<file path="config.mk">
export PLATFORM = sky130hd
export DESIGN_NAME = mem_arbiter
export DESIGN_NICKNAME = d
export VERILOG_FILES = /design/src/rtl/cpu_types_pkg.sv /design/src/rtl/arb_fair_cnt.sv /design/src/rtl/mem_arbiter.sv
export SDC_FILE = /design/constraint.sdc
export NUM_CORES = 1
export LEC_CHECK = 0
export CORE_AREA = 2 2 103 105
export CTS_CLUSTER_SIZE = 24
export DETAILED_ROUTE_END_ITERATION = 8
export DIE_AREA = 0 0 105 107
export SETUP_SLACK_MARGIN = 0.05
export SYNTH_ARGS = -nofsm -noshare
export SYNTH_HDL_FRONTEND = slang
export SYNTH_SLANG_ARGS = --single-unit
export TNS_END_PERCENT = 20
</file>
<file path="constraint.sdc">
create_clock -name CLK -period 1.4 [get_ports CLK]
set_input_delay 0.14 -clock CLK [delete_from_list [all_inputs] [get_ports CLK]]
set_output_delay 0.14 -clock CLK [all_outputs]
set_load 0.02 [all_outputs]
</file>
<file path="src/rtl/cpu_types_pkg.sv">
// Shared CPU types: RAM handshake states, machine word and the memory arbiter FSM states.
package cpu_types_pkg;

    localparam int WORD_W = 32;

    typedef logic [WORD_W-1:0] word_t;

    typedef enum logic [1:0] {
        FREE   = 2'd0,
        BUSY   = 2'd1,
        ACCESS = 2'd2,
        ERROR  = 2'd3
    } ramstate_t;

    typedef enum logic [1:0] {
        IDLE = 2'd0,
        IACC = 2'd1,
        DACC = 2'd2
    } arb_state_t;

endpackage

</file>
<file path="src/rtl/arb_fair_cnt.sv">
// Saturating count of consecutive data grants made while instruction fetch waits.
// Only exists when ARB_FAIRNESS_EN is defined.
`ifdef ARB_FAIRNESS_EN
module arb_fair_cnt #(
    parameter int STARVE_MAX = 4
) (
    input  logic CLK,
    input  logic RST,
    input  logic inc,
    input  logic clr,
    output logic at_max
);
    localparam int CNT_W = $clog2(STARVE_MAX + 1);

    logic [CNT_W-1:0] cnt;

    always_ff @(posedge CLK) begin
        if (RST) begin
            cnt <= '0;
        end else if (clr) begin
            cnt <= '0;
        end else if (inc && !at_max) begin
            cnt <= cnt + 1'b1;
        end
    end

    assign at_max = (cnt == CNT_W'(STARVE_MAX));

endmodule
`endif

</file>
<file path="src/rtl/mem_arbiter.sv">
// Single-port RAM arbiter between instruction fetch and data memory; data has priority.
// Define ARB_FAIRNESS_EN to force an instruction grant after STARVE_MAX data grants.
//
// state | meaning
// IDLE  | no RAM access, arbitrate pending requests
// IACC  | instruction read in flight
// DACC  | data read or write in flight
module mem_arbiter
    import cpu_types_pkg::*;
#(
    parameter int ADDR_W     = 32,
    parameter int DATA_W     = 32,
    parameter int STARVE_MAX = 4
) (
    input  logic              CLK,
    input  logic              RST,
    input  logic              iREN,
    input  logic [ADDR_W-1:0] iaddr,
    output logic              iwait,
    output logic [DATA_W-1:0] iload,
    input  logic              dREN,
    input  logic              dWEN,
    input  logic [ADDR_W-1:0] daddr,
    input  logic [DATA_W-1:0] dstore,
    output logic              dwait,
    output logic [DATA_W-1:0] dload,
    output logic              ramREN,
    output logic              ramWEN,
    output logic [ADDR_W-1:0] ramaddr,
    output logic [DATA_W-1:0] ramstore,
    input  logic [DATA_W-1:0] ramload,
    input  ramstate_t         ramstate
);

    arb_state_t state_q, state_d;
    logic       data_req;
    logic       starve;
    logic       ram_done;

    assign data_req = dREN | dWEN;
    assign ram_done = (ramstate == ACCESS) || (ramstate == ERROR);

`ifdef ARB_FAIRNESS_EN
    logic at_max;
    logic dacc_grant;
    logic iacc_grant;

    assign dacc_grant = (state_q == IDLE) && (state_d == DACC);
    assign iacc_grant = (state_q == IDLE) && (state_d == IACC);

    arb_fair_cnt #(.STARVE_MAX(STARVE_MAX)) u_fair_cnt (
        .CLK    (CLK),
        .RST    (RST),
        .inc    (dacc_grant & iREN),
        .clr    (iacc_grant | (dacc_grant & ~iREN)),
        .at_max (at_max)
    );

    assign starve = at_max & iREN;
`else
    // Strict priority; the parameter is kept only for interface compatibility.
    assign starve = 1'b0 && (STARVE_MAX != 0);
`endif

    always_ff @(posedge CLK) begin
        if (RST) begin
            state_q <= IDLE;
        end else begin
            state_q <= state_d;
        end
    end

    always_comb begin
        state_d  = state_q;
        ramREN   = 1'b0;
        ramWEN   = 1'b0;
        ramaddr  = '0;
        ramstore = '0;
        case (state_q)
            IDLE: begin
                if (data_req && !starve) begin
                    state_d = DACC;
                end else if (iREN) begin
                    state_d = IACC;
                end
            end
            IACC: begin
                ramREN  = iREN;
                ramaddr = iaddr;
                if (!iREN || ram_done) begin
                    state_d = IDLE;
                end
            end
            DACC: begin
                ramaddr  = daddr;
                ramstore = dstore;
                ramWEN   = dWEN;
                ramREN   = dREN & ~dWEN;
                if (!data_req || ram_done) begin
                    state_d = IDLE;
                end
            end
            default: state_d = IDLE;
        endcase
    end

    // Wait tracks the request itself; only a granted ACCESS releases it.
    assign iwait = iREN & ~((state_q == IACC) && (ramstate == ACCESS));
    assign dwait = data_req & ~((state_q == DACC) && (ramstate == ACCESS));

    assign iload = ramload;
    assign dload = ramload;

endmodule

</file>
==> reports/metrics.csv <==
metric,value,unit
Worst setup SP type,flip-flop,
ANT nets after route,0,
RSZ-0062 raised after global routing,true,
Post-Synthesis Cells,201,
crit path kind,flip-flop to output pin,
Leak,1.303,nW
Routed WL per cell,15.64,um
slew of the pin with the lowest slew margin,0.2395,ns
Min Hold Slack,0.2800,ns
DR vias/cell,3.862,
CTS buffer count,3,
failing checks,setup timing,
WP data arrival,1.49,ns
Initial Utilization,13.85,%
DRT Pass-1 Iters,3,
Initial DRC Count,21,
Final Worst Setup Slack,-0.2315,ns
register area share after synthesis,2.865,%
clock transition at the registers of the reported paths,0.03,ns
critical path endpoint category,output pin,
CP Data Required Time,1.26,ns
"Avg Cell Area, Syn",6.953,um2
CTS tree,done,
die area,11240,um2
Reg with most FFs,state_q,
final setup violation count,70,
period utilisation layout,116.5,%
part of the power in the clock network,10.0,%
power density over cell area,676.0,nW/um2
Yosys top cell by area,buf_4,
total number of yosys warnings,0,
RePlAce Congestion,0.7008,
Fin. Hold Viols,0,
CORE AREA,10090,um2
Seq pwr share,3.3,%
Inserted Diodes,0,
Max IR drop VDD,0.0003676,V
fin nets,460,
I/O Buffers,170,
pins over their slew limit,0,
number of global-route vias before repair,1929,
fin crit period,1.632,ns
Worst-Skew Late Latency,0.21,ns
first-pass GRT wire length,10610,um
CTS sink count,2,
worst-case clock skew,0.003545,ns
Mapped Area,1398,um2
# rows,37,
"wirelength, routed",7133,um
Clock Path Buffers,2,
Worst slew margin,84.00,%
largest net degree at the start of global routing,24,
"Max FO, Critical Path",7,
DP HPWL,4828,um
P&R area growth vs syn,140.9,%
Max Fclk,612.9,MHz
switching power,868.2,uW
fraction of layout cells with a size suffix above 1,49.06,%
Int Pwr,1.408,mW
MaxCap Viol Count,0,
Comb pwr share,86.7,%
most frequent cells in the layout,"clkdlybuf4s50_1 (102), buf_6 (39), buf_4 (39)",
sw frac,38.14,%
largest registers,state_q: 2 flops,
post-synth top area share,34.38,%
#FFs+latches synth,2,
max FFs per register,2,
Die Span Y,107,um
library cells used by synthesis,23,
Vias,1761,
total congestion overflow,0,
total track usage,11.91,%
worst hold path type,primary input to output pin,
drt drc,0,
Ports,267,
"commonest non-fill, non-tap cell in the layout",clkdlybuf4s50_1,
CTS root buf,clkbuf_8,
final core area utilization,33.36,%
DIE WIDTH,105,um
Area contributors post-synth,"buf_4 (34%), a22oi_1 (17%), and2_1 (15%)",
status,"complete, but fails checks",
Synthesized Nets,339,
number of antenna violations at the first check in global routing,0,
H-Tree Depth,1,
-- worst max-delay path, cell delays in order, from the launching register on --
cell	delay, ns
dfxtp_4	0.35
inv_4	0.05
ha_4	0.19
buf_6	0.14
clkbuf_16	0.15
a22oi_1	0.17
nor2b_1	0.07
buf_4	0.16
-- layer usage --
metal / vias to the layer above / share of wire, % / routed length, um / global-route usage (%)
met5: - / 0 / 0 / 0
met3: 21 / 7.2 / 511 / 3.830
met4: 0 / 2.0 / 141 / 4.000
met2: 79 / 52 / 3720 / 21.15
met1: 812 / 39 / 2760 / 13.42
li1: 849 / - / - / -
-- path summary, 6_finish.rpt --
| path | endpoint | from | slack (ns) | cells past startpoint |
|---|---|---|---|---|
| worst max-delay path | ramaddr[14] | state_q[0]$_SDFFE_PP0P_ | -0.23 | 7 |
| worst min-delay path | iload[19] | ramload[19] | 0.28 | 0 |
| worst max register to register | state_q[1]$_SDFFE_PP0P_ | state_q[0]$_SDFFE_PP0P_ | -0.09 | 7 |
| worst min register to register | state_q[1]$_SDFFE_PP0P_ | state_q[1]$_SDFFE_PP0P_ | 0.55 | 1 |
-- power by group through the flow --
stage	Sequential, mW	Clock [mW]	Combinational (mW)
global placement	0.0703	0	1.43
floorplan	0.0692	0	0.937
detailed placement	0.0711	0	1.45
CTS	0.0755	0.233	1.78
global route	0.0761	0.241	2.09
finish	0.0750	0.227	1.97
-- area by class of cell --
cell class                 count  area, um2
sequential                     2      45.04
timing repair buffer         194       2048
inverter                       4      17.52
tap                          136      170.2
fill                        1096       6725
clock buffer                   3      41.29
multi-input combinational    117       1045
-- metrics by stage --
step	instances	TNS (ns)	power (mW)	worst slack, ns	cell area, um2
floorplan	201	-0.3474	1.006	-0.01418	1411
global placement	440	-23.46	1.496	-0.4492	2846
detailed placement	440	-26.09	1.518	-0.4966	2846
CTS	453	-10.04	2.091	-0.2247	3092
global route	456	-13.78	2.402	-0.2909	3367
finish	456	-9.936	2.276	-0.2315	3367
-- logic make-up (layout without fill, tap and decap cells) --
| family | count (synthesis) | count (layout) | synth area share, % |
|---|---|---|---|
| buffers and inverters | 82 | 201 | 40.20 |
| AO/OA/AOI/OAI | 41 | 41 | 22.29 |
| AND/OR/NAND/NOR | 73 | 73 | 31.96 |
| adder cells (fa/ha/maj) | 3 | 3 | 2.686 |
| flip-flops | 2 | 2 | 2.865 |
-- cells in the mapped netlist --
cell	instances
clkbuf_1	3
a22oi_1	32
a32o_1	1
inv_1	4
nand3b_1	1
nor2_1	1
nor2b_1	33
o221ai_1	1
o21ai_1	1
nand2_1	3
o211ai_1	1
a21o_1	1
and2_1	34
o21ai_0	1
nor3_1	1
buf_4	64
clkbuf_2	2
a21oi_1	1
a21boi_0	1
buf_2	9
ha_1	3
a221oi_2	1
dfxtp_1	2
-- repair_timing --
| action | in CTS | in global routing |
|---|---|---|
| hold buffers | 0 | 0 |
| cloned | 5 | 1 |
| endpoints found under the setup margin | 70 | 70 |
| pin swaps | 4 | 4 |
| gates resized for setup | 382 | 67 |
| buffers inserted | 5 | 2 |
(Power assumes the default switching activity.)
